==> src/rtl/compmul_pipe.sv <==
// compmul_pipe: pipelined complex multiplier, res = a*b or a*conj(b) per sample.
//
// Uses the 3-multiplier (Gauss) decomposition over three register stages:
//   S1: operands, tag and pre-adds (b_im is conjugated here when requested)
//   S2: the three products
//   S3: recombine, round, shift, saturate (output register)
// Latency is 3 cycles, throughput 1 sample/cycle. One global enable stalls
// every stage together; bubbles are carried, not collapsed.
//
// Build option: define COMPMUL_PIPE_ROUND_EN for round-half-up before the
// fractional shift; otherwise the result is truncated (floor).
//
// Ports:
//   i_clk, i_rst          clock, asynchronous active-high reset
//   i_valid / o_ready     input handshake (o_ready is combinational from i_ready)
//   i_a_re, i_a_im        operand a, Q(DATA_WIDTH-FRAC_WIDTH).FRAC_WIDTH
//   i_b_re, i_b_im        operand b
//   i_conj                1: multiply by conj(b)
//   i_tag                 sideband carried with the sample
//   o_valid / i_ready     output handshake
//   o_res_re, o_res_im    saturated result
//   o_tag                 tag aligned with the result
//   o_ovf                 result saturated in re or im
module compmul_pipe #(
   parameter int DATA_WIDTH = 16,
   parameter int FRAC_WIDTH = 12,
   parameter int TAG_WIDTH  = 4
) (
   input  logic                  i_clk,
   input  logic                  i_rst,
   input  logic                  i_valid,
   output logic                  o_ready,
   input  logic [DATA_WIDTH-1:0] i_a_re,
   input  logic [DATA_WIDTH-1:0] i_a_im,
   input  logic [DATA_WIDTH-1:0] i_b_re,
   input  logic [DATA_WIDTH-1:0] i_b_im,
   input  logic                  i_conj,
   input  logic [TAG_WIDTH-1:0]  i_tag,
   output logic                  o_valid,
   input  logic                  i_ready,
   output logic [DATA_WIDTH-1:0] o_res_re,
   output logic [DATA_WIDTH-1:0] o_res_im,
   output logic [TAG_WIDTH-1:0]  o_tag,
   output logic                  o_ovf
);

   localparam int W  = DATA_WIDTH;
   localparam int PW = 2 * W + 2;  // product width
   localparam int SW = 2 * W + 3;  // recombined sum width

   localparam logic signed [SW-1:0] SAT_MAX = {{(SW - W + 1){1'b0}}, {(W - 1){1'b1}}};
   localparam logic signed [SW-1:0] SAT_MIN = {{(SW - W + 1){1'b1}}, {(W - 1){1'b0}}};

`ifdef COMPMUL_PIPE_ROUND_EN
   localparam logic signed [SW-1:0] RND = {{(SW - FRAC_WIDTH){1'b0}}, 1'b1,
                                           {(FRAC_WIDTH - 1){1'b0}}};
`else
   localparam logic signed [SW-1:0] RND = '0;
`endif

   // Returns {ovf, clamped value}
   function automatic logic [W:0] saturate(input logic signed [SW-1:0] v);
      if (v > SAT_MAX) begin
         return {1'b1, 1'b0, {(W - 1){1'b1}}};
      end else if (v < SAT_MIN) begin
         return {1'b1, 1'b1, {(W - 1){1'b0}}};
      end else begin
         return {1'b0, v[W-1:0]};
      end
   endfunction

   // ---------------------------------------------------------------- handshake
   logic stall;
   logic adv;

   assign stall   = o_valid & ~i_ready;
   assign adv     = ~stall;
   assign o_ready = adv;

   // ---------------------------------------------------------------- S1
   // b_im' carries one extra bit so negating the most negative value is exact.
   logic signed [W:0]   b_im_x;
   logic signed [W:0]   b_im_c;
   logic signed [W+1:0] d0_c;
   logic signed [W+1:0] d1_c;
   logic signed [W+1:0] d2_c;

   assign b_im_x = $signed({i_b_im[W-1], i_b_im});
   assign b_im_c = i_conj ? -b_im_x : b_im_x;
   assign d0_c   = $signed({{2{i_a_re[W-1]}}, i_a_re}) - $signed({{2{i_a_im[W-1]}}, i_a_im});
   assign d1_c   = $signed({{2{i_b_re[W-1]}}, i_b_re}) - $signed({b_im_c[W], b_im_c});
   assign d2_c   = $signed({{2{i_b_re[W-1]}}, i_b_re}) + $signed({b_im_c[W], b_im_c});

   logic                 s1_valid_q;
   logic [W-1:0]         s1_a_re_q;
   logic [W-1:0]         s1_a_im_q;
   logic [W-1:0]         s1_b_re_q;
   logic [W+1:0]         s1_d0_q;
   logic [W+1:0]         s1_d1_q;
   logic [W+1:0]         s1_d2_q;
   logic [TAG_WIDTH-1:0] s1_tag_q;

   always_ff @(posedge i_clk or posedge i_rst) begin
      if (i_rst) begin
         s1_valid_q <= 1'b0;
         s1_a_re_q  <= '0;
         s1_a_im_q  <= '0;
         s1_b_re_q  <= '0;
         s1_d0_q    <= '0;
         s1_d1_q    <= '0;
         s1_d2_q    <= '0;
         s1_tag_q   <= '0;
      end else if (adv) begin
         s1_valid_q <= i_valid;
         s1_a_re_q  <= i_a_re;
         s1_a_im_q  <= i_a_im;
         s1_b_re_q  <= i_b_re;
         s1_d0_q    <= d0_c;
         s1_d1_q    <= d1_c;
         s1_d2_q    <= d2_c;
         s1_tag_q   <= i_tag;
      end
   end

   // ---------------------------------------------------------------- S2
   // p0 = b_re*d0, p1 = a_im*d1, p2 = a_re*d2; operands sign-extended to PW bits.
   logic signed [PW-1:0] p0_c;
   logic signed [PW-1:0] p1_c;
   logic signed [PW-1:0] p2_c;

   assign p0_c = $signed({{(W + 2){s1_b_re_q[W-1]}}, s1_b_re_q})
               * $signed({{W{s1_d0_q[W+1]}}, s1_d0_q});
   assign p1_c = $signed({{(W + 2){s1_a_im_q[W-1]}}, s1_a_im_q})
               * $signed({{W{s1_d1_q[W+1]}}, s1_d1_q});
   assign p2_c = $signed({{(W + 2){s1_a_re_q[W-1]}}, s1_a_re_q})
               * $signed({{W{s1_d2_q[W+1]}}, s1_d2_q});

   logic                 s2_valid_q;
   logic [PW-1:0]        s2_p0_q;
   logic [PW-1:0]        s2_p1_q;
   logic [PW-1:0]        s2_p2_q;
   logic [TAG_WIDTH-1:0] s2_tag_q;

   always_ff @(posedge i_clk or posedge i_rst) begin
      if (i_rst) begin
         s2_valid_q <= 1'b0;
         s2_p0_q    <= '0;
         s2_p1_q    <= '0;
         s2_p2_q    <= '0;
         s2_tag_q   <= '0;
      end else if (adv) begin
         s2_valid_q <= s1_valid_q;
         s2_p0_q    <= p0_c;
         s2_p1_q    <= p1_c;
         s2_p2_q    <= p2_c;
         s2_tag_q   <= s1_tag_q;
      end
   end

   // ---------------------------------------------------------------- S3
   logic signed [SW-1:0] re_sum;
   logic signed [SW-1:0] im_sum;
   logic signed [SW-1:0] re_sh;
   logic signed [SW-1:0] im_sh;
   logic [W:0]           re_sat;
   logic [W:0]           im_sat;

   assign re_sum = $signed({s2_p1_q[PW-1], s2_p1_q}) + $signed({s2_p0_q[PW-1], s2_p0_q});
   assign im_sum = $signed({s2_p2_q[PW-1], s2_p2_q}) - $signed({s2_p0_q[PW-1], s2_p0_q});
   assign re_sh  = (re_sum + RND) >>> FRAC_WIDTH;
   assign im_sh  = (im_sum + RND) >>> FRAC_WIDTH;
   assign re_sat = saturate(re_sh);
   assign im_sat = saturate(im_sh);

   logic                 s3_valid_q;
   logic [W-1:0]         s3_re_q;
   logic [W-1:0]         s3_im_q;
   logic [TAG_WIDTH-1:0] s3_tag_q;
   logic                 s3_ovf_q;

   always_ff @(posedge i_clk or posedge i_rst) begin
      if (i_rst) begin
         s3_valid_q <= 1'b0;
         s3_re_q    <= '0;
         s3_im_q    <= '0;
         s3_tag_q   <= '0;
         s3_ovf_q   <= 1'b0;
      end else if (adv) begin
         s3_valid_q <= s2_valid_q;
         s3_re_q    <= re_sat[W-1:0];
         s3_im_q    <= im_sat[W-1:0];
         s3_tag_q   <= s2_tag_q;
         s3_ovf_q   <= re_sat[W] | im_sat[W];
      end
   end

   assign o_valid  = s3_valid_q;
   assign o_res_re = s3_re_q;
   assign o_res_im = s3_im_q;
   assign o_tag    = s3_tag_q;
   assign o_ovf    = s3_ovf_q;

endmodule

==> config.mk <==
export PLATFORM = sky130hd
export DESIGN_NAME = compmul_pipe
export DESIGN_NICKNAME = d
export VERILOG_FILES = /design/src/rtl/compmul_pipe.sv
export SDC_FILE = /design/constraint.sdc
export NUM_CORES = 2
export LEC_CHECK = 0
export ABC_AREA = 1
export ABC_CLOCK_PERIOD_IN_PS = 26300
export BUFFER_PORTS_ARGS = -buffer_cell sky130_fd_sc_hd__buf_2
export CAP_MARGIN = 20
export CORE_ASPECT_RATIO = 1.25
export CORE_UTILIZATION = 58
export CTS_CLUSTER_DIAMETER = 30
export DETAILED_ROUTE_END_ITERATION = 10
export PLACE_DENSITY = 0.74
export SLEW_MARGIN = 5
export SYNTH_ARGS = -nofsm -noshare
export SYNTH_HDL_FRONTEND = slang
export SYNTH_SLANG_ARGS = --single-unit
==> constraint.sdc <==
create_clock -name i_clk -period 26.3 [get_ports i_clk]
set_input_delay 6.575 -clock i_clk [delete_from_list [all_inputs] [get_ports i_clk]]
set_output_delay 6.575 -clock i_clk [all_outputs]
set_load 0.02 [all_outputs]
==> metrics.md <==
| Metric | Value |
|---|---|
| Status | `complete, no violations` |
| Die Y | `329 um` |
| Critical setup path kind | `input port to output pin` |
| Crit path required time | `19720 ps` |
| Count leader, synth | `nand2_1` |
| PortBufs | `111` |
| CTS buffer count | `56` |
| Final min period | `14320 ps` |
| Post-synth EDFFs | `0` |
| DR iter-0 viols | `2614` |
| Total track usage | `34.1%` |
| FF+latch area | `6230 um^2` |
| Vias per cell | `5.38` |
| Max Buffers Root-to-Sink | `3` |
| Fin. max-slew vios | `0` |
| Hold-fix buffers, CTS | `0` |
| Synth top area share | `34.7%` |
| Synth top cells by count | `nand2_1 (1761), inv_1 (1662), fa_1 (859), ha_1 (373), nor2_1 (292)` |
| Synth Flop Type | `dfrtp_1` |
| Cells after Synth | `6529` |
| Synth Net Count | `7834` |
| Flops & latches, synth | `249` |
| Crit path launch type | `input port` |
| Initial antenna violation count | `12` |
| Synth Warn # | `0` |
| Clk_lat worst skew | `640 ps` |
| Worst r2r path cells | `21` |
| Placed inst area | `50700 um^2` |
| Final instance area | `52700 um^2` |
| Async S/R FF share, synth | `100%` |
| Post-synthesis cell type count | `55` |
| Die width | `263 um` |
| Final hold vios | `0` |
| Vias | `40900` |
| Launching point of the worst reg2reg path | `s1_d1_q[0]` |
| Synthesized area per cell | `7.58 um^2` |
| Most used cell, CP | `buf_2` |
| # H-tree levels | `2` |
| Detail Route Antenna Nets | `0` |
| RSZ-0062 raised after global routing | `no` |
| Residual DRC count | `0` |
| Top cells by area, synth | `fa_1 (35%), nand2_1 (13%), inv_1 (13%)` |
| Worst Skew | `21.9 ps` |
| DIE AREA | `86500 um^2` |
| Area grow syn2layout | `6.44%` |
| Gates resized, CTS repair | `0` |
| Root buffer cell | `clkbuf_16` |
| CP max-delay cell | `nor2_4` |
| Arr. time, crit path | `7740 ps` |
| Slew @ Worst Pin | `1180 ps` |
| GP Congestion | `1.01` |
| First-pass GRT wire length | `228000 um` |
| Post-DP HPWL | `118000 um` |
| CP max stage delay | `410 ps` |
| Core ar. | `84400 um^2` |
| Number of global-route vias before repair | `42500` |
| Final setup fails | `0` |
| Share of cells above drive strength 1 | `5.57%` |
| Crit path from | `i_ready` |
| CTS clk-pin slew, worst paths | `50 ps` |
| CTS Sinks | `249` |
| CP Cell Sequence | `buf_2 -> nor2_4 -> inv_6 -> buf_2` |
| Starting density of the core | `58.6%` |
| Final period util | `54.4%` |
| Largest net degree at the start of global routing | `135` |
| HP Start | `s2_valid_q` |
| WL/cell | `18.8 um` |
| I/O pins | `112` |
| Max Cap Viol | `0` |
| Syn Std Cell Area | `49500 um^2` |
| CP Capture Type | `output pin` |
| Grt ovf | `0` |
| Filler cells | `7564` |
| Peak Freq | `69.8 MHz` |
| Hold Crit Depth | `1` |
| CTS tree | `done` |
| Routed WL | `143000 um` |
| Row Count | `119` |
| Worst min path class | `flip-flop to flip-flop` |
| CP max FO | `74` |
| Setup_tns | `0 ps` |
| Synth area leader | `fa_1` |
| Seq/Total Area, Yosys | `12.6%` |
| Max transition margin | `21.6%` |
| Area occupied by multi-input gates | `36000 um^2` |
| Router iterations before antenna repair | `5` |
| Fin nets | `7774` |
| Post-CTS setup buffer count | `0` |
==> kinds of logic (layout without fill, tap and decap cells) <==
family	Yosys count	count (layout)	share of synthesized area, %
adders and majority gates	1232	1232	44.2
and+or+nand+nor	2374	2374	19.3
other	0	7	0
DFF	249	249	12.6
buffers and inverters	1933	1918	14.7
xor gates and xnor gates	127	127	2.29
AOI/OAI and AO/OA	614	614	6.96
==> sequential cells by signal, indices dropped and copies added (netlist names), 17 cells and up <==
name	flops
s2_p1_q	34
s1_d1_q	18
s2_p0_q	33
s1_d0_q	17
s1_d2_q	17
s2_p2_q	34
==> layer usage <==
metal  GRT usage (%)  part of all wire, %  vias to the layer above
li1                -                    -                    19100
met1            39.4                   37                    20000
met2            60.2                   50                     1433
met3            5.29                  6.9                      426
met4            19.6                  6.6                       12
met5               0                0.054                        -
==> placed cells by master, fill, tap and decap left out, drive strengths merged, types with 11 or more instances in the layout <==
| master | synthesis | routed |
|---|---|---|
| xnor2 | 59 | 59 |
| nand2 | 1776 | 1776 |
| dfrtp | 249 | 249 |
| clkbuf | 216 | 65 |
| a21o | 19 | 19 |
| xor2 | 68 | 68 |
| a21oi | 252 | 252 |
| nand4 | 18 | 18 |
| buf | 46 | 144 |
| fa | 859 | 859 |
| o21bai | 14 | 14 |
| nor3 | 40 | 40 |
| clkinv | 1 | 16 |
| ha | 373 | 373 |
| nand3 | 158 | 158 |
| o31ai | 11 | 11 |
| a31oi | 31 | 31 |
| nor2 | 308 | 308 |
| nor4 | 17 | 17 |
| o21ai | 247 | 247 |
| or2 | 46 | 46 |
| inv | 1670 | 1680 |
==> path summary, 6_finish.rpt <==
path | end | slack (ps)
max | o_ready | 11980
min | o_valid | 470
max reg2reg | s2_p1_q[31] | 19120
min reg2reg | o_valid | 470
max in group asynchronous | s1_a_re_q[0] | 18340
min in group asynchronous | o_res_im[9] | 6050
==> through the flow <==
step	std cells	hold slack (ps)	util, %	worst slack [ps]
final	7610	468	62.4	11980
after global routing	7606	505	62.4	11910
after CTS	7603	471	62.4	12000
after detailed placement	7500	453	60.0	12000
after global placement	7500	456	60.0	12030
after floorplan	6529	440	-	12050
==> critical path, delay by kind of cell <==
family / cells / cell delay [ps]
simple gates: 1 / 410
buf+inv: 3 / 690
==> cell type report <==
type	instances	share of cell area, %
Multi-Input combinational cell	4347	68.3
Inverter	1671	11.9
Sequential cell	249	11.8
Clock buffer	65	2.78
Tap cell	1089	2.59
Timing Repair Buffer	144	1.55
Clock inverter	38	0.995
Antenna cell	7	0.0333
Power is not shown: default switching activity piles up to over one toggle a cycle in this logic, so the estimate is an artifact.
